### src/rtl/cpu_step_5_wb.sv
// Write-back stage: MEM/WB register, four-way result select, load alignment/extension, RF write port + forwarding tap.
// Latency: 1 cycle from in_* capture to wb_*/fwd_*; optional retire counter enabled by `define WB_RETIRE_COUNT_EN.
// Backpressure: none; accepts one instruction per cycle, flush turns the captured slot into a bubble.
module cpu_step_5_wb #(
  parameter int WIDTH     = 32,
  parameter int REG_COUNT = 32
) (
  input  logic                         clk,
  input  logic                         rst,
  input  logic                         in_valid,
  input  logic                         in_flush,
  input  logic [1:0]                   in_sel,
  input  logic [WIDTH-1:0]             in_alu,
  input  logic [WIDTH-1:0]             in_mem,
  input  logic [WIDTH-1:0]             in_pc_plus4,
  input  logic [WIDTH-1:0]             in_imm,
  input  logic [$clog2(REG_COUNT)-1:0] in_rd,
  input  logic                         in_reg_write,
  input  logic [1:0]                   in_load_size,
  input  logic                         in_load_unsigned,
  input  logic [1:0]                   in_byte_offset,
  output logic                         wb_en,
  output logic [$clog2(REG_COUNT)-1:0] wb_addr,
  output logic [WIDTH-1:0]             wb_data,
  output logic                         fwd_valid,
  output logic [$clog2(REG_COUNT)-1:0] fwd_addr,
  output logic [WIDTH-1:0]             fwd_data,
  output logic [31:0]                  retire_count
);

  localparam int REG_ADDR_WIDTH = $clog2(REG_COUNT);

  localparam logic [1:0] SEL_ALU = 2'd0;
  localparam logic [1:0] SEL_MEM = 2'd1;
  localparam logic [1:0] SEL_PC4 = 2'd2;

  localparam logic [1:0] SIZE_BYTE = 2'd0;
  localparam logic [1:0] SIZE_HALF = 2'd1;

  typedef struct packed {
    logic                      valid;
    logic                      reg_write;
    logic [REG_ADDR_WIDTH-1:0] rd;
    logic [1:0]                sel;
    logic [1:0]                load_size;
    logic                      load_unsigned;
    logic [1:0]                byte_offset;
    logic [WIDTH-1:0]          alu;
    logic [WIDTH-1:0]          mem;
    logic [WIDTH-1:0]          pc_plus4;
    logic [WIDTH-1:0]          imm;
  } stage_t;

  stage_t stage_d;
  stage_t stage_q;

  always_comb begin
    stage_d               = '0;
    stage_d.valid         = in_valid & ~in_flush;
    stage_d.reg_write     = in_reg_write;
    stage_d.rd            = in_rd;
    stage_d.sel           = in_sel;
    stage_d.load_size     = in_load_size;
    stage_d.load_unsigned = in_load_unsigned;
    stage_d.byte_offset   = in_byte_offset;
    stage_d.alu           = in_alu;
    stage_d.mem           = in_mem;
    stage_d.pc_plus4      = in_pc_plus4;
    stage_d.imm           = in_imm;
  end

  always_ff @(posedge clk or posedge rst) begin
    if (rst) begin
      stage_q <= '0;
    end else begin
      stage_q <= stage_d;
    end
  end

  // Lanes always come from the low word; the half lane ignores offset bit 0 on purpose.
  logic [31:0]      mem_word;
  logic [7:0]       byte_lane;
  logic [15:0]      half_lane;
  logic [WIDTH-1:0] load_val;
  logic [WIDTH-1:0] result;

  always_comb begin
    mem_word  = stage_q.mem[31:0];
    byte_lane = mem_word[{stage_q.byte_offset, 3'b000} +: 8];
    half_lane = mem_word[{stage_q.byte_offset[1], 4'b0000} +: 16];
    case (stage_q.load_size)
      SIZE_BYTE: load_val = stage_q.load_unsigned ? WIDTH'(byte_lane)
                                                  : WIDTH'($signed(byte_lane));
      SIZE_HALF: load_val = stage_q.load_unsigned ? WIDTH'(half_lane)
                                                  : WIDTH'($signed(half_lane));
      default:   load_val = stage_q.load_unsigned ? WIDTH'(mem_word)
                                                  : WIDTH'($signed(mem_word));
    endcase
  end

  always_comb begin
    case (stage_q.sel)
      SEL_ALU: result = stage_q.alu;
      SEL_MEM: result = load_val;
      SEL_PC4: result = stage_q.pc_plus4;
      default: result = stage_q.imm;
    endcase
  end

  assign wb_en     = stage_q.valid & stage_q.reg_write & (stage_q.rd != '0);
  assign wb_addr   = stage_q.rd;
  assign wb_data   = result;
  assign fwd_valid = wb_en;
  assign fwd_addr  = wb_addr;
  assign fwd_data  = wb_data;

`ifdef WB_RETIRE_COUNT_EN
  // Counts every completed slot, including non-writing instructions; wraps silently.
  logic [31:0] retire_q;

  always_ff @(posedge clk or posedge rst) begin
    if (rst) begin
      retire_q <= '0;
    end else if (stage_q.valid) begin
      retire_q <= retire_q + 32'd1;
    end
  end

  assign retire_count = retire_q;
`else
  assign retire_count = '0;
`endif

endmodule

### config.mk
export PLATFORM = sky130hd
export DESIGN_NAME = cpu_step_5_wb
export DESIGN_NICKNAME = d
export VERILOG_FILES = /design/src/rtl/cpu_step_5_wb.sv
export SDC_FILE = /design/constraint.sdc
export NUM_CORES = 1
export LEC_CHECK = 0
export CORE_ASPECT_RATIO = 1.5
export CORE_MARGIN = 2
export CORE_UTILIZATION = 36
export CTS_BUF_LIST = sky130_fd_sc_hd__clkbuf_8
export CTS_CLUSTER_DIAMETER = 60
export DETAILED_ROUTE_END_ITERATION = 16
export PLACE_DENSITY_LB_ADDON = 0.05
export SYNTH_ARGS = -nofsm -noshare
export SYNTH_HDL_FRONTEND = slang
export SYNTH_SLANG_ARGS = --single-unit
### constraint.sdc
create_clock -name clk -period 13.7 [get_ports clk]
set_input_delay 2.74 -clock clk [delete_from_list [all_inputs] [get_ports clk]]
set_output_delay 2.74 -clock clk [all_outputs]
set_load 0.01 [all_outputs]
==> flow_metrics.tcl <==
set metrics [dict create \
    synth_top_area_share_pct 61.66 \
    gp_congestion 0.7320 \
    dp.cells 835 \
    worst_ir_drop_vdd_mv 0.06428 \
    power.density_mw_per_mm2 123.5 \
    worstSetupPathType "flip-flop to output port" \
    finalCritPeriodShare_pct 42.87 \
    yosys.area.top_type "dfrtp_1" \
    track_usage_pct 18.99 \
    hold_violations 0 \
    fin_setup_tns_ns 0 \
    drt_first_iter_violations 169 \
    yosysWarnings 0 \
    endpoint_kind "output port" \
    ys_async_sr_fraction_pct 100.0 \
    coreArea_mm2 0.01563 \
    syn_avg_cell_area_um2 12.06 \
    cts_buffer_depth 2 \
    required_ns 10.96 \
    vias 4109 \
    worstPathArrival_ns 3.13 \
    drc_errors 0 \
    totalWireLength_um 15580 \
    grt_pass1_wl_um 24000 \
    diodes 0 \
    hold_slack_ns 2.720 \
    cts_hold_buf 0 \
    dpl.hpwl_um 11370 \
    finish.utilization_pct 52.26 \
    area_delta_synth_final_pct 41.68 \
    ios 253 \
    ys_ff_latch 142 \
    cts.reportedPaths.clkPinSlew_ns 0.08 \
    p_leak_nw 3.401 \
    avgViaCountPerCell 4.739 \
    ant_nets 0 \
    finalMaxSlewViolations 0 \
    power_mw 1.008 \
    rsz0062_at_grt "no" \
    cts_setup_buffers 0 \
    root_buffer "clkbuf_8" \
    synthFlopType "dfrtp_1" \
    die_area_mm2 0.01706 \
    die_w_um 107.3 \
    post_cts_resize_count 0 \
    initial_utilization_pct 36.88 \
    p_sw_mw 0.2395 \
    die_y_um 159.0 \
    wl_per_cell_um 17.97 \
    antenna_found_initial 0 \
    overflow 0 \
    p_int_mw 0.7687 \
    grt_pass1_vias 4477 \
    maxSlewHeadroom_pct 27.67 \
    pwr-share-comb_pct 16.4 \
    fin_cells 867 \
    clock.fmax_mhz 170.2 \
    rows 56 \
    ys_top_cells_by_area "dfrtp_1, buf_4, a21oi_1" \
    setup_violations 0 \
    sw_frac_of_total_pct 23.75 \
    postSynthCellCount 478 \
    cts_tree "built" \
    htreeDepth 4 \
    synth-edff-count 0 \
    cap_violations 0 \
    ys_types 44 \
    min_path_type "primary input to flip-flop" \
    min_period_ns 5.874 \
    grt_max_degree 81 \
    port_buffers 220 \
    p_seq_share_pct 44.7 \
    status "finished clean" \
    drive_gt1_share_pct 9.036 \
    start_kind "flip-flop" \
    synth-seq-area-share_pct 61.66 \
    num-nets-final 796 \
    path_max_fanout 45 \
    cts_buffers 17 \
    firstDrtPassIters 4 \
    synthesis.area_mm2 0.005763 \
    clockPowerShare_pct 38.9 \
    cts_sinks 142 \
    worst_pin_slew_ns 1.081 \
]
==> final cells by class <==
class	count	area (um2)
fillers	1404	7460
flip-flops and latches	142	3556
repair buffers	225	2240
multi-input cells	255	1597
well taps	203	254.0
clock inverters	15	242.7
clock buffers	17	234.0
inverters	10	42.54
==> final timing paths <==
kind                              start            to  depth (start not counted)
setup / recovery           stage_q[133]  fwd_data[28]                          5
hold / removal                 in_rd[4]   fwd_addr[4]                          1
max in group asynchronous           rst  stage_q[134]                          3
min in group asynchronous           rst  stage_q[113]                          2
==> per-stage QoR <==
| step | cell area, um2 | setup WS, ns |
|---|---|---|
| 6_report | 8165 | 7.826 |
| 5_1_grt | 8165 | 7.578 |
| 4_1_cts | 8165 | 7.765 |
| 3_5_place_dp | 7689 | 8.267 |
| 3_3_place_gp | 7689 | 8.347 |
| 2_1_floorplan | 5879 | 7.150 |
==> synthesized netlist by cell type, types with 10 or more instances <==
cell type	number
clkbuf_1	14
o21a_1	16
dfrtp_1	142
nor2b_1	15
o21ai_0	10
buf_4	75
nor2_1	25
buf_2	10
o22ai_1	13
inv_1	10
o22ai_2	10
a21oi_1	56
==> power by group through the flow <==
stage | registers (mW) | clock network [mW] | logic [mW]
3_5_place_dp | 0.459 | 0 | 0.167
4_1_cts | 0.451 | 0.405 | 0.168
3_3_place_gp | 0.458 | 0 | 0.166
2_1_floorplan | 0.454 | 0 | 0.0915
5_1_grt | 0.453 | 0.424 | 0.179
6_report | 0.451 | 0.393 | 0.165
==> cell families after synthesis <==
family	share of synthesized area (%)
AO/OA/AOI/OAI	17.87
AND/OR/NAND/NOR	5.406
other	0.06507
flip-flops	61.66
multiplexers	2.345
buffers and inverters	12.66
==> sequential cells by signal (all words and copies together) (netlist names) <==
register / flops
fwd_addr: 5
mem_word: 32
stage_q: 105
==> placed cells by master (no fill, tap or decap), drive strengths merged, types with 3 or more instances in the layout <==
master / netlist / routed
bufinv: 0 / 6
nor2b: 15 / 15
a311o: 7 / 7
nor2: 26 / 26
clkbuf: 14 / 17
o22ai: 23 / 23
a211oi: 8 / 8
a221oi: 3 / 3
o21a: 16 / 16
o21ai: 10 / 10
a22oi: 8 / 8
a21oi: 56 / 56
a222oi: 4 / 4
mux2: 9 / 9
clkinv: 0 / 6
buf: 88 / 5
nand2: 9 / 9
dfrtp: 142 / 142
mux2i: 3 / 3
inv: 10 / 13
nor3: 3 / 3
clkdlybuf4s50: 0 / 220
conb: 1 / 32
==> routing by layer <==
layer  track usage, %  share of wire, %
met4            5.726               1.4
met1            22.05                37
met5                0                 0
met3            6.099               7.4
met2            33.08                54
==> worst max-delay path, cell delays in order, from the launching register on <==
cell and delay, ns:
dfrtp_2 0.34, buf_4 0.45, nand2b_1 0.44, a311o_4 0.58, o22ai_1 0.28, clkdlybuf4s50_1 0.58
Note: power is estimated with default switching activity, not from simulation.
